===== config.mk =====
export PLATFORM = sky130hd
export DESIGN_NAME = bcpu_bram_initiator
export DESIGN_NICKNAME = d
export VERILOG_FILES = /design/src/rtl/bcpu_bram_pkg.sv /design/src/rtl/bcpu_resp_fifo.sv /design/src/rtl/bcpu_bram_initiator.sv
export SDC_FILE = /design/constraint.sdc
export NUM_CORES = 1
export LEC_CHECK = 0
export ABC_CLOCK_PERIOD_IN_PS = 3200
export CAP_MARGIN = 10
export CORE_MARGIN = 10
export CORE_UTILIZATION = 50
export DETAILED_ROUTE_END_ITERATION = 8
export GPL_TIMING_DRIVEN = 0
export PLACE_DENSITY = 0.84
export REMOVE_ABC_BUFFERS = 1
export SYNTH_ARGS = -nofsm -noshare
export SYNTH_HDL_FRONTEND = slang
export SYNTH_SLANG_ARGS = --single-unit

===== constraint.sdc =====
create_clock -name CLK -period 3.2 [get_ports CLK]
set_input_delay 0.64 -clock CLK [delete_from_list [all_inputs] [get_ports CLK]]
set_output_delay 0.64 -clock CLK [all_outputs]
set_load 0.005 [all_outputs]

===== src/rtl/bcpu_bram_pkg.sv =====
// Shared defaults and elaboration helpers for the bcpu16 memory-port initiator.
// Provides default widths, a legality check for the memory read latency, and
// a ceil(log2) helper used to size credit counters and FIFO pointers.
package bcpu_bram_pkg;

  localparam int unsigned DEF_DATA_WIDTH   = 16;
  localparam int unsigned DEF_ADDR_WIDTH   = 12;
  localparam int unsigned DEF_READ_LATENCY = 2;
  localparam int unsigned DEF_RESP_DEPTH   = 4;

  // Port RAMs exist either without (1) or with (2) an output register.
  function automatic bit read_latency_ok(input int unsigned lat);
    return (lat == 1) || (lat == 2);
  endfunction

  // Bits needed to index n distinct values; never less than 1 so a
  // degenerate size still yields a legal vector.
  function automatic int unsigned clog2_min1(input int unsigned n);
    int unsigned w;
    w = 1;
    for (int unsigned i = 1; i < 31; i++) begin
      if ((32'd1 << i) < n) w = i + 1;
    end
    return w;
  endfunction

endpackage


===== src/rtl/bcpu_resp_fifo.sv =====
// Synchronous response FIFO for the memory-port initiator.
// Ports:
//   clk, rst_n  - clock, asynchronous active-low reset
//   ce          - clock enable; all state holds while low
//   push        - write push_data at the tail (qualified by ce)
//   pop         - drop the head entry (qualified by ce, ignored when empty)
//   head_data   - current head entry, straight from storage
//   count       - number of valid entries, 0..DEPTH
module bcpu_resp_fifo
  import bcpu_bram_pkg::*;
#(
  parameter  int unsigned DATA_WIDTH = DEF_DATA_WIDTH,
  parameter  int unsigned DEPTH      = DEF_RESP_DEPTH,
  localparam int unsigned PTR_W      = clog2_min1(DEPTH),
  localparam int unsigned CNT_W      = clog2_min1(DEPTH + 1)
) (
  input  logic                  clk,
  input  logic                  rst_n,
  input  logic                  ce,
  input  logic                  push,
  input  logic [DATA_WIDTH-1:0] push_data,
  input  logic                  pop,
  output logic [DATA_WIDTH-1:0] head_data,
  output logic [CNT_W-1:0]      count
);

  logic [DATA_WIDTH-1:0] mem_q [DEPTH];
  logic [PTR_W-1:0]      wr_ptr_q, wr_ptr_d;
  logic [PTR_W-1:0]      rd_ptr_q, rd_ptr_d;
  logic [CNT_W-1:0]      count_q, count_d;
  logic                  do_push, do_pop;

  // NOTE: every signal assigned here gets a default first, so no path can
  // leave it unassigned and infer a latch.
  always_comb begin
    do_push  = ce & push;
    do_pop   = ce & pop & (count_q != '0);
    wr_ptr_d = wr_ptr_q;
    rd_ptr_d = rd_ptr_q;
    count_d  = count_q;
    if (do_push) wr_ptr_d = (wr_ptr_q == PTR_W'(DEPTH - 1)) ? '0 : wr_ptr_q + 1'b1;
    if (do_pop)  rd_ptr_d = (rd_ptr_q == PTR_W'(DEPTH - 1)) ? '0 : rd_ptr_q + 1'b1;
    case ({do_push, do_pop})
      2'b10:   count_d = count_q + 1'b1;
      2'b01:   count_d = count_q - 1'b1;
      default: count_d = count_q;
    endcase
  end

  // NOTE: state flops use non-blocking assignments so every flop samples
  // values from before the edge, independent of statement order.
  always_ff @(posedge clk or negedge rst_n) begin
    if (!rst_n) begin
      wr_ptr_q <= '0;
      rd_ptr_q <= '0;
      count_q  <= '0;
    end else begin
      wr_ptr_q <= wr_ptr_d;
      rd_ptr_q <= rd_ptr_d;
      count_q  <= count_d;
    end
  end

  // NOTE: storage is deliberately not reset; count_q alone decides which
  // entries are meaningful, and an unreset array maps onto plain RAM/regs.
  always_ff @(posedge clk) begin
    if (do_push) mem_q[wr_ptr_q] <= push_data;
  end

  assign head_data = mem_q[rd_ptr_q];
  assign count     = count_q;

  // Upstream credit accounting must make this impossible.
  a_no_overflow: assert property (@(posedge clk) disable iff (!rst_n)
    !(do_push && (count_q == CNT_W'(DEPTH))));

endmodule


===== src/rtl/bcpu_bram_initiator.sv =====
// Initiator for one port of the bcpu16 dual-port program/data RAM.
// Turns a valid/ready request channel into EN/WREN/ADDR/WRDATA strobes with
// zero added latency, tracks the RAM's fixed read latency, and returns read
// data in request order on a backpressured valid/ready response channel.
// Ports:
//   CLK, RESET_N, CE                     - clock, async active-low reset, clock enable
//   REQ_VALID/READY/WREN/ADDR/WRDATA     - request channel from the client
//   RESP_VALID/READY/DATA                - read response channel to the client
//   BUSY                                 - reads in flight or responses queued
//   MEM_EN/WREN/ADDR/WRDATA, MEM_RDDATA  - memory port
module bcpu_bram_initiator
  import bcpu_bram_pkg::*;
#(
  parameter int unsigned DATA_WIDTH   = DEF_DATA_WIDTH,
  parameter int unsigned ADDR_WIDTH   = DEF_ADDR_WIDTH,
  parameter int unsigned READ_LATENCY = DEF_READ_LATENCY,
  parameter int unsigned RESP_DEPTH   = DEF_RESP_DEPTH
) (
  input  logic                  CLK,
  input  logic                  RESET_N,
  input  logic                  CE,
  input  logic                  REQ_VALID,
  output logic                  REQ_READY,
  input  logic                  REQ_WREN,
  input  logic [ADDR_WIDTH-1:0] REQ_ADDR,
  input  logic [DATA_WIDTH-1:0] REQ_WRDATA,
  output logic                  RESP_VALID,
  input  logic                  RESP_READY,
  output logic [DATA_WIDTH-1:0] RESP_DATA,
  output logic                  BUSY,
  output logic                  MEM_EN,
  output logic                  MEM_WREN,
  output logic [ADDR_WIDTH-1:0] MEM_ADDR,
  output logic [DATA_WIDTH-1:0] MEM_WRDATA,
  input  logic [DATA_WIDTH-1:0] MEM_RDDATA
);

  localparam int unsigned CRED_W = clog2_min1(RESP_DEPTH + 1);
  localparam int unsigned CNT_W  = clog2_min1(RESP_DEPTH + 1);

  // One bit per cycle of read latency; the MSB marks MEM_RDDATA as valid now.
  logic [READ_LATENCY-1:0] rd_pipe_q, rd_pipe_d;
  // Free FIFO slots not yet promised to an in-flight read.
  logic [CRED_W-1:0]       credits_q, credits_d;
  logic [CNT_W-1:0]        fifo_count;
  logic                    accept, rd_accept, resp_pop;

  always_comb begin
    REQ_READY = RESET_N & CE & (credits_q != '0);
    accept    = REQ_VALID & REQ_READY;
    rd_accept = accept & ~REQ_WREN;
    resp_pop  = RESP_VALID & RESP_READY & CE;

    // A write borrows and returns its slot in the same cycle, so only reads
    // and pops move the counter.
    credits_d = credits_q - CRED_W'(rd_accept) + CRED_W'(resp_pop);
    rd_pipe_d = (rd_pipe_q << 1) | READ_LATENCY'(rd_accept);
  end

  always_ff @(posedge CLK or negedge RESET_N) begin
    if (!RESET_N) begin
      rd_pipe_q <= '0;
      credits_q <= CRED_W'(RESP_DEPTH);
    end else if (CE) begin
      rd_pipe_q <= rd_pipe_d;
      credits_q <= credits_d;
    end
  end

  bcpu_resp_fifo #(
    .DATA_WIDTH (DATA_WIDTH),
    .DEPTH      (RESP_DEPTH)
  ) u_resp_fifo (
    .clk       (CLK),
    .rst_n     (RESET_N),
    .ce        (CE),
    .push      (rd_pipe_q[READ_LATENCY-1]),
    .push_data (MEM_RDDATA),
    .pop       (resp_pop),
    .head_data (RESP_DATA),
    .count     (fifo_count)
  );

  assign MEM_EN     = accept;
  assign MEM_WREN   = accept & REQ_WREN;
  assign MEM_ADDR   = REQ_ADDR;
  assign MEM_WRDATA = REQ_WRDATA;
  assign RESP_VALID = (fifo_count != '0);
  assign BUSY       = (rd_pipe_q != '0) | RESP_VALID;

  a_latency_legal: assert property (@(posedge CLK) read_latency_ok(READ_LATENCY));
  a_credit_bound:  assert property (@(posedge CLK) disable iff (!RESET_N)
    credits_q <= CRED_W'(RESP_DEPTH));

endmodule


; ---- Word level (Yosys, flattened, before mapping)
; Memories as Yosys holds them, arrays and structs flattened.
; Cells that the tools add are included.
[totals]
word_cells = 38
ram_bits = 64
ff_bits = 12
mem_count = 1
output_inout_bits = 49
input_bits = 50
[memory_table]
columns = memory, depth, word_bits, read_ports, rd_ports_with_merged_regs, write_ports, line_no
row1 = u_resp_fifo.mem_q, 4, 16, 1, 0, 1, bcpu_resp_fifo.sv:27  ; logic [DATA_WIDTH-1:0] mem_q [DEPTH];
[op_classes]
n_reduce_logical = 4
n_addsub = 6
mux = 5
eq_ne = 4
bitwise_logic = 13
[op_table]
columns = op, count
row1 = 1-bit AND, 10
row2 = 2-bit == test (second input constant), 3
row3 = 3-bit one-hot mux with 2 select lines, 1
row4 = 3-bit nonzero test, 2
row5 = 2-bit by 1-bit adder with 2-bit output (second input constant), 2
row6 = 2-bit 2-to-1 mux, 2
row7 = 2-bit nonzero test, 2
row8 = 3-bit by 1-bit adder with 3-bit output, 1
row9 = 3-bit by 1-bit adder with 3-bit output (second input constant), 1
row10 = 3-bit by 1-bit subtractor with 3-bit output, 1
row11 = 3-bit by 1-bit subtractor with 3-bit output (second input constant), 1
row12 = 2-bit by 1-bit == test with 1-bit output (second input constant), 1
row13 = 1-bit 2-to-1 mux, 2
row14 = 2-bit by 1-bit OR with 2-bit output, 1
row15 = 1-bit NOT, 1
row16 = 1-bit OR, 1

; ---- Depth between registers and ports, before layout
[logic_depth]
word_depth = 7
depth_mapped = 10
mapped_depth_nobuf = 10

; ---- Modules after synthesis
; Synthesis repeated with hierarchy kept, for this count alone.
[unflattened]
hier_cells = 180
area_unflattened_um2 = 3319.4
[modules_own_cells]
columns = mod, area_per_inst_um2, cells_per_inst, instances, seq_area_each_um2
row1 = bcpu_resp_fifo, 2790.2, 121, 1, 2097.0
row2 = bcpu_bram_initiator, 529.3, 59, 1, 126.4

; ---- Worst setup path before layout
; Ideal clock, no wire load.
[synth_timing]
kind = input -> register
startpoint = input RESET_N
endpoint = register credits_q[2]
cell_stages = 10
setup_ns = 0.075
setup_slack_ns = 1.037
arrival_ns = 2.087
path_buffers = 0
required_time_ns = 3.125
path_cell_list = o311a_1 nand2_1 nor2_1 ha_1 inv_1 ha_1 fa_1 xnor2_1 nand2_1 xnor2_1
[synth_between]
elab_chain_len = 6
[synth_rtl]
columns = item, line_no
row1 = start: declaration, bcpu_bram_initiator.sv:20  ; input logic RESET_N,
row2 = 1-bit AND (2 in series), bcpu_bram_initiator.sv:49  ; REQ_READY = RESET_N & CE & (credits_q != '0);
row3 = 1-bit AND, bcpu_bram_initiator.sv:50  ; accept = REQ_VALID & REQ_READY;
row4 = 1-bit AND, bcpu_bram_initiator.sv:51  ; rd_accept = accept & ~REQ_WREN;
row5 = named net rd_accept, bcpu_bram_initiator.sv:46  ; logic accept, rd_accept, resp_pop;
row6 = 3-bit by 1-bit subtractor with 3-bit output, bcpu_bram_initiator.sv:56  ; credits_d = credits_q - CRED_W'(rd_accept) + CRED_W'(resp_pop);
row7 = 3-bit by 1-bit adder with 3-bit output, bcpu_bram_initiator.sv:56
row8 = end signal: assignment, bcpu_bram_initiator.sv:63  ; credits_q <= CRED_W'(RESP_DEPTH);
row9 = end signal: assignment, bcpu_bram_initiator.sv:66  ; credits_q <= credits_d;
row10 = end: declaration, bcpu_bram_initiator.sv:44  ; logic [CRED_W-1:0] credits_q, credits_d;
; The timed path passes the listed nets, and every way through them passes these cells.
; A chain may end at the register's enable or synchronous reset.

; ---- Worst setup path after layout
[layout_timing]
startpoint = input CE
endpoint = output MEM_WREN
[layout_between]
elab_chain_len = 4
[layout_rtl]
columns = item, line_no
row1 = start: declaration, bcpu_bram_initiator.sv:21  ; input logic CE,
row2 = 1-bit AND (2 in series), bcpu_bram_initiator.sv:49
row3 = 1-bit AND, bcpu_bram_initiator.sv:50
row4 = 1-bit AND, bcpu_bram_initiator.sv:85  ; assign MEM_WREN = accept & REQ_WREN;
row5 = end: declaration, bcpu_bram_initiator.sv:32  ; output logic MEM_WREN,
; No other way between the ends.

==> summary.md <==
| Metric | Value |
|---|---|
| Leak Pwr | `about 1.4 nW` |
| Critical path depth in cells | `4` |
| Layout net count | `between 200 and 300` |
| DRC | `0` |
| Die area | `10200 sq um` |
| Die width | `101 um` |
| Most used cell, CP | `clkdlybuf4s50_1` |
| Fin crit share | `92.34%` |
| Post-CTS setup buffers | `0` |
| Share of the synthesized area in the top cell type | `58.58%` |
| CP arrival | `2.32 ns` |
| CTS root buf | `clkbuf_8` |
| RR Startpoint | `credits_q[0]` |
| Max Cap Viol | `0` |
| DR pass1 iterations | `4` |
| Hold buffers post-CTS | `0` |
| Warnings from Yosys | `0` |
| Post-synthesis mux area share | `13.92%` |
| Iter 0 DRT Violations | `53` |
| Worst Setup End Kind | `output pin` |
| Number of cell rows | `29` |
| Starting Density | `51.67%` |
| Final Setup Violations | `0` |
| Clk_lat worst skew | `0.34 ns` |
| Gr ovfl total | `0` |
| Max Fclk | `approximately 0.34 GHz` |
| CP max stage delay | `0.73 ns` |
| Total GRT Usage | `12.36%` |
| Hold/Removal Path Class | `primary input to async pin` |
| Yosys top cell by area | `edfxtp_1` |
| Synthesized flop and latch total | `between 70 and 80` |
| Status | `finished clean` |
| Total wire length | `6059 um` |
| Largest cells by area after synthesis | `edfxtp_1, dfrtp_1, buf_4` |
| Routed wire per std cell | `approximately 22 um` |
| Largest family of logic cells by synthesized area | `multiplexers` |
| Critical path fanouts, max | `13` |
| RSZ-0062 raised after global routing | `false` |
| FFs w/ async S/R, synth | `15.79%` |
| Hold WS | `0.2973 ns` |
| Max-Slew Margin vs Limit | `roughly two fifths` |
| Fin crit period | `2.955 ns` |
| Synth Area per Inst | `approximately 19 sq um` |
| Cell Area, Synth | `approximately 3300 sq um` |
| Number of diodes | `0` |
| Sequential area share after synthesis | `67.77%` |
| H-tree levels | `3` |
| Slew Limit Fails | `0` |
| I/O Buffers | `42` |
| Pre-CTS worst setup slack | `-0.1223 ns` |
| DR vias | `1534` |
| CP startpoint kind | `primary input` |
| Syn Inst Count | `177` |
| Core area | `6350 sq um` |
| Worst clock skew | `0.007315 ns` |
| Sink Count | `76` |
| Top_reg_cell synth | `edfxtp_1` |
| Buf+Inv Stages, Crit Path | `2` |
| First-pass GRT wire length | `9315 um` |
| Pin count of the biggest net entering global routing | `20` |
| Actual slew at the worst max-slew pin | `about 0.9 ns` |
| Critical path type | `primary input to output pin` |
| Xor-xnor portion of the synthesized cell area | `1.335%` |
| Number of vias per cell | `5.518` |
| Simple-Gate Fraction of Synth Area | `2.746%` |
| R2R depth | `10` |
| Final Wtd Congestion | `between 0.6 and 0.7` |
| TritonCTS clock tree | `built` |
| Antenna-violating nets left | `0` |
| I/O pin count | `99` |
| Synth Area in Compound Gates | `0.8772%` |
| Initial antenna violation count | `0` |
| Worst-path cell chain | `clkdlybuf4s50_1 -> o311a_1 -> and3_1 -> clkdlybuf4s50_1` |
| Layout cell share with drive strength beyond 1 | `14.93%` |
| Final Hold Viols | `0` |
| Synth Area in Adders | `4.272%` |
| WP data required | `2.56 ns` |
| Worst setup margin | `0.2450 ns` |
| Die H | `slightly above 100 um` |
| Clk slew on worst S/H paths | `0.07 ns` |
| Crit-path leading delay family | `buffers and inverters` |
| Crit path from | `CE` |
| Layout area overhead | `13.54%` |
| Cts bufs inserted | `9` |
| Vias in the first global route | `1683` |
| Slowest CP cell | `clkdlybuf4s50_1` |
| Peak VDD IR | `0.3768 mV` |
| Power per Cell Area | `731.3 nW/um^2` |
| Post-synthesis cell type count | `27` |
| Post-synth EDFFs | `64` |
| DP HPWL | `4183 um` |
| Power consumption | `2.724 mW` |
| Buffer depth of the longest clock path | `2` |
cell usage after synthesis (2+ instances only):
library cell,number
mux4_2,8
edfxtp_1,64
fa_1,2
ha_1,8
buf_4,28
mux4_1,8
and3_1,5
xnor2_1,3
dfrtp_1,11
mux2_2,5
buf_2,3
inv_1,11
nand2_1,4
xor2_1,2
nor2_1,3
state kept, by name, indices dropped and copies added, names as in the netlist:
register / count
rd_pipe_q: 2
u_resp_fifo.wr_ptr_q: 2
u_resp_fifo.rd_ptr_q: 2
u_resp_fifo.mem_q: 64
u_resp_fifo.count: 3
credits_q: 3
path summary, 6_finish.rpt:
check | to | slack, ns
hold reg to reg | u_resp_fifo.count[2] | 0.48
setup reg to reg | credits_q[2] | 0.92
hold / removal | credits_q[0] | 0.30
max in group asynchronous | u_resp_fifo.rd_ptr_q[0] | 2.46
min in group CLK | u_resp_fifo.count[2] | 0.48
setup / recovery | MEM_WREN | 0.24
repair_timing:
action	CTS	global route
gates cloned	0	0
hold endpoints to repair	0	0
gates resized for setup	1	1
endpoints found under the setup margin	1	3
power breakdown:
part           switching, mW  internal, mW
clock                  0.322         0.349
combinational          0.230         0.495
sequential             0.156          1.17
final cells by class:
cell class / count / area [sq um]
timing repair buffer: 42 / 422.9
clock buffer: 9 / 123.9
fill: 471 / 2625
clock inverter: 6 / 56.30
inverter: 11 / 41.29
sequential: 76 / 2225
tap: 77 / 96.34
multi-input combinational: 57 / 759.5
cell usage in the layout (no fill, tap or decap), types with 2 or more instances in the layout:
| master | instances |
|---|---|
| mux2_2 | 5 |
| ha_1 | 8 |
| xor2_1 | 2 |
| clkdlybuf4s50_1 | 41 |
| fa_1 | 2 |
| clkbuf_8 | 9 |
| edfxtp_1 | 64 |
| mux4_2 | 8 |
| dfrtp_1 | 10 |
| nand2_1 | 4 |
| inv_1 | 11 |
| clkinv_1 | 2 |
| mux4_1 | 8 |
| xnor2_1 | 3 |
| and3_1 | 5 |
| clkinv_2 | 2 |
| nor2_1 | 3 |
metal layers:
layer / vias up / share of wire (%) / global-route usage (%)
met4: 0 / 1.9 / 5.788
met5: - / 0 / 0
li1: 678 / - / -
met2: 68 / 43 / 16.27
met1: 776 / 45 / 16.34
met3: 12 / 9.9 / 6.447
cells by family after synthesis:
logic type | count (synthesis)
AO/OA/AOI/OAI | 4
XOR/XNOR | 5
adder cells (fa/ha/maj) | 10
buffers and inverters | 44
flip-flops | 76
multiplexers | 22
AND/OR/NAND/NOR | 16
per-stage QoR:
stage / instances / util [%] / setup TNS (ns) / cell area (sq um)
after global routing: 278 / 58.66 / 0 / 3725
after detailed placement: 263 / 55.76 / -0.2162 / 3541
after CTS: 278 / 58.62 / 0 / 3722
after global placement: 263 / 55.76 / -0.008574 / 3541
final: 278 / 58.66 / 0 / 3725
after floorplan: 144 / - / 0 / 3024
Power figures use the tool's default switching activity.
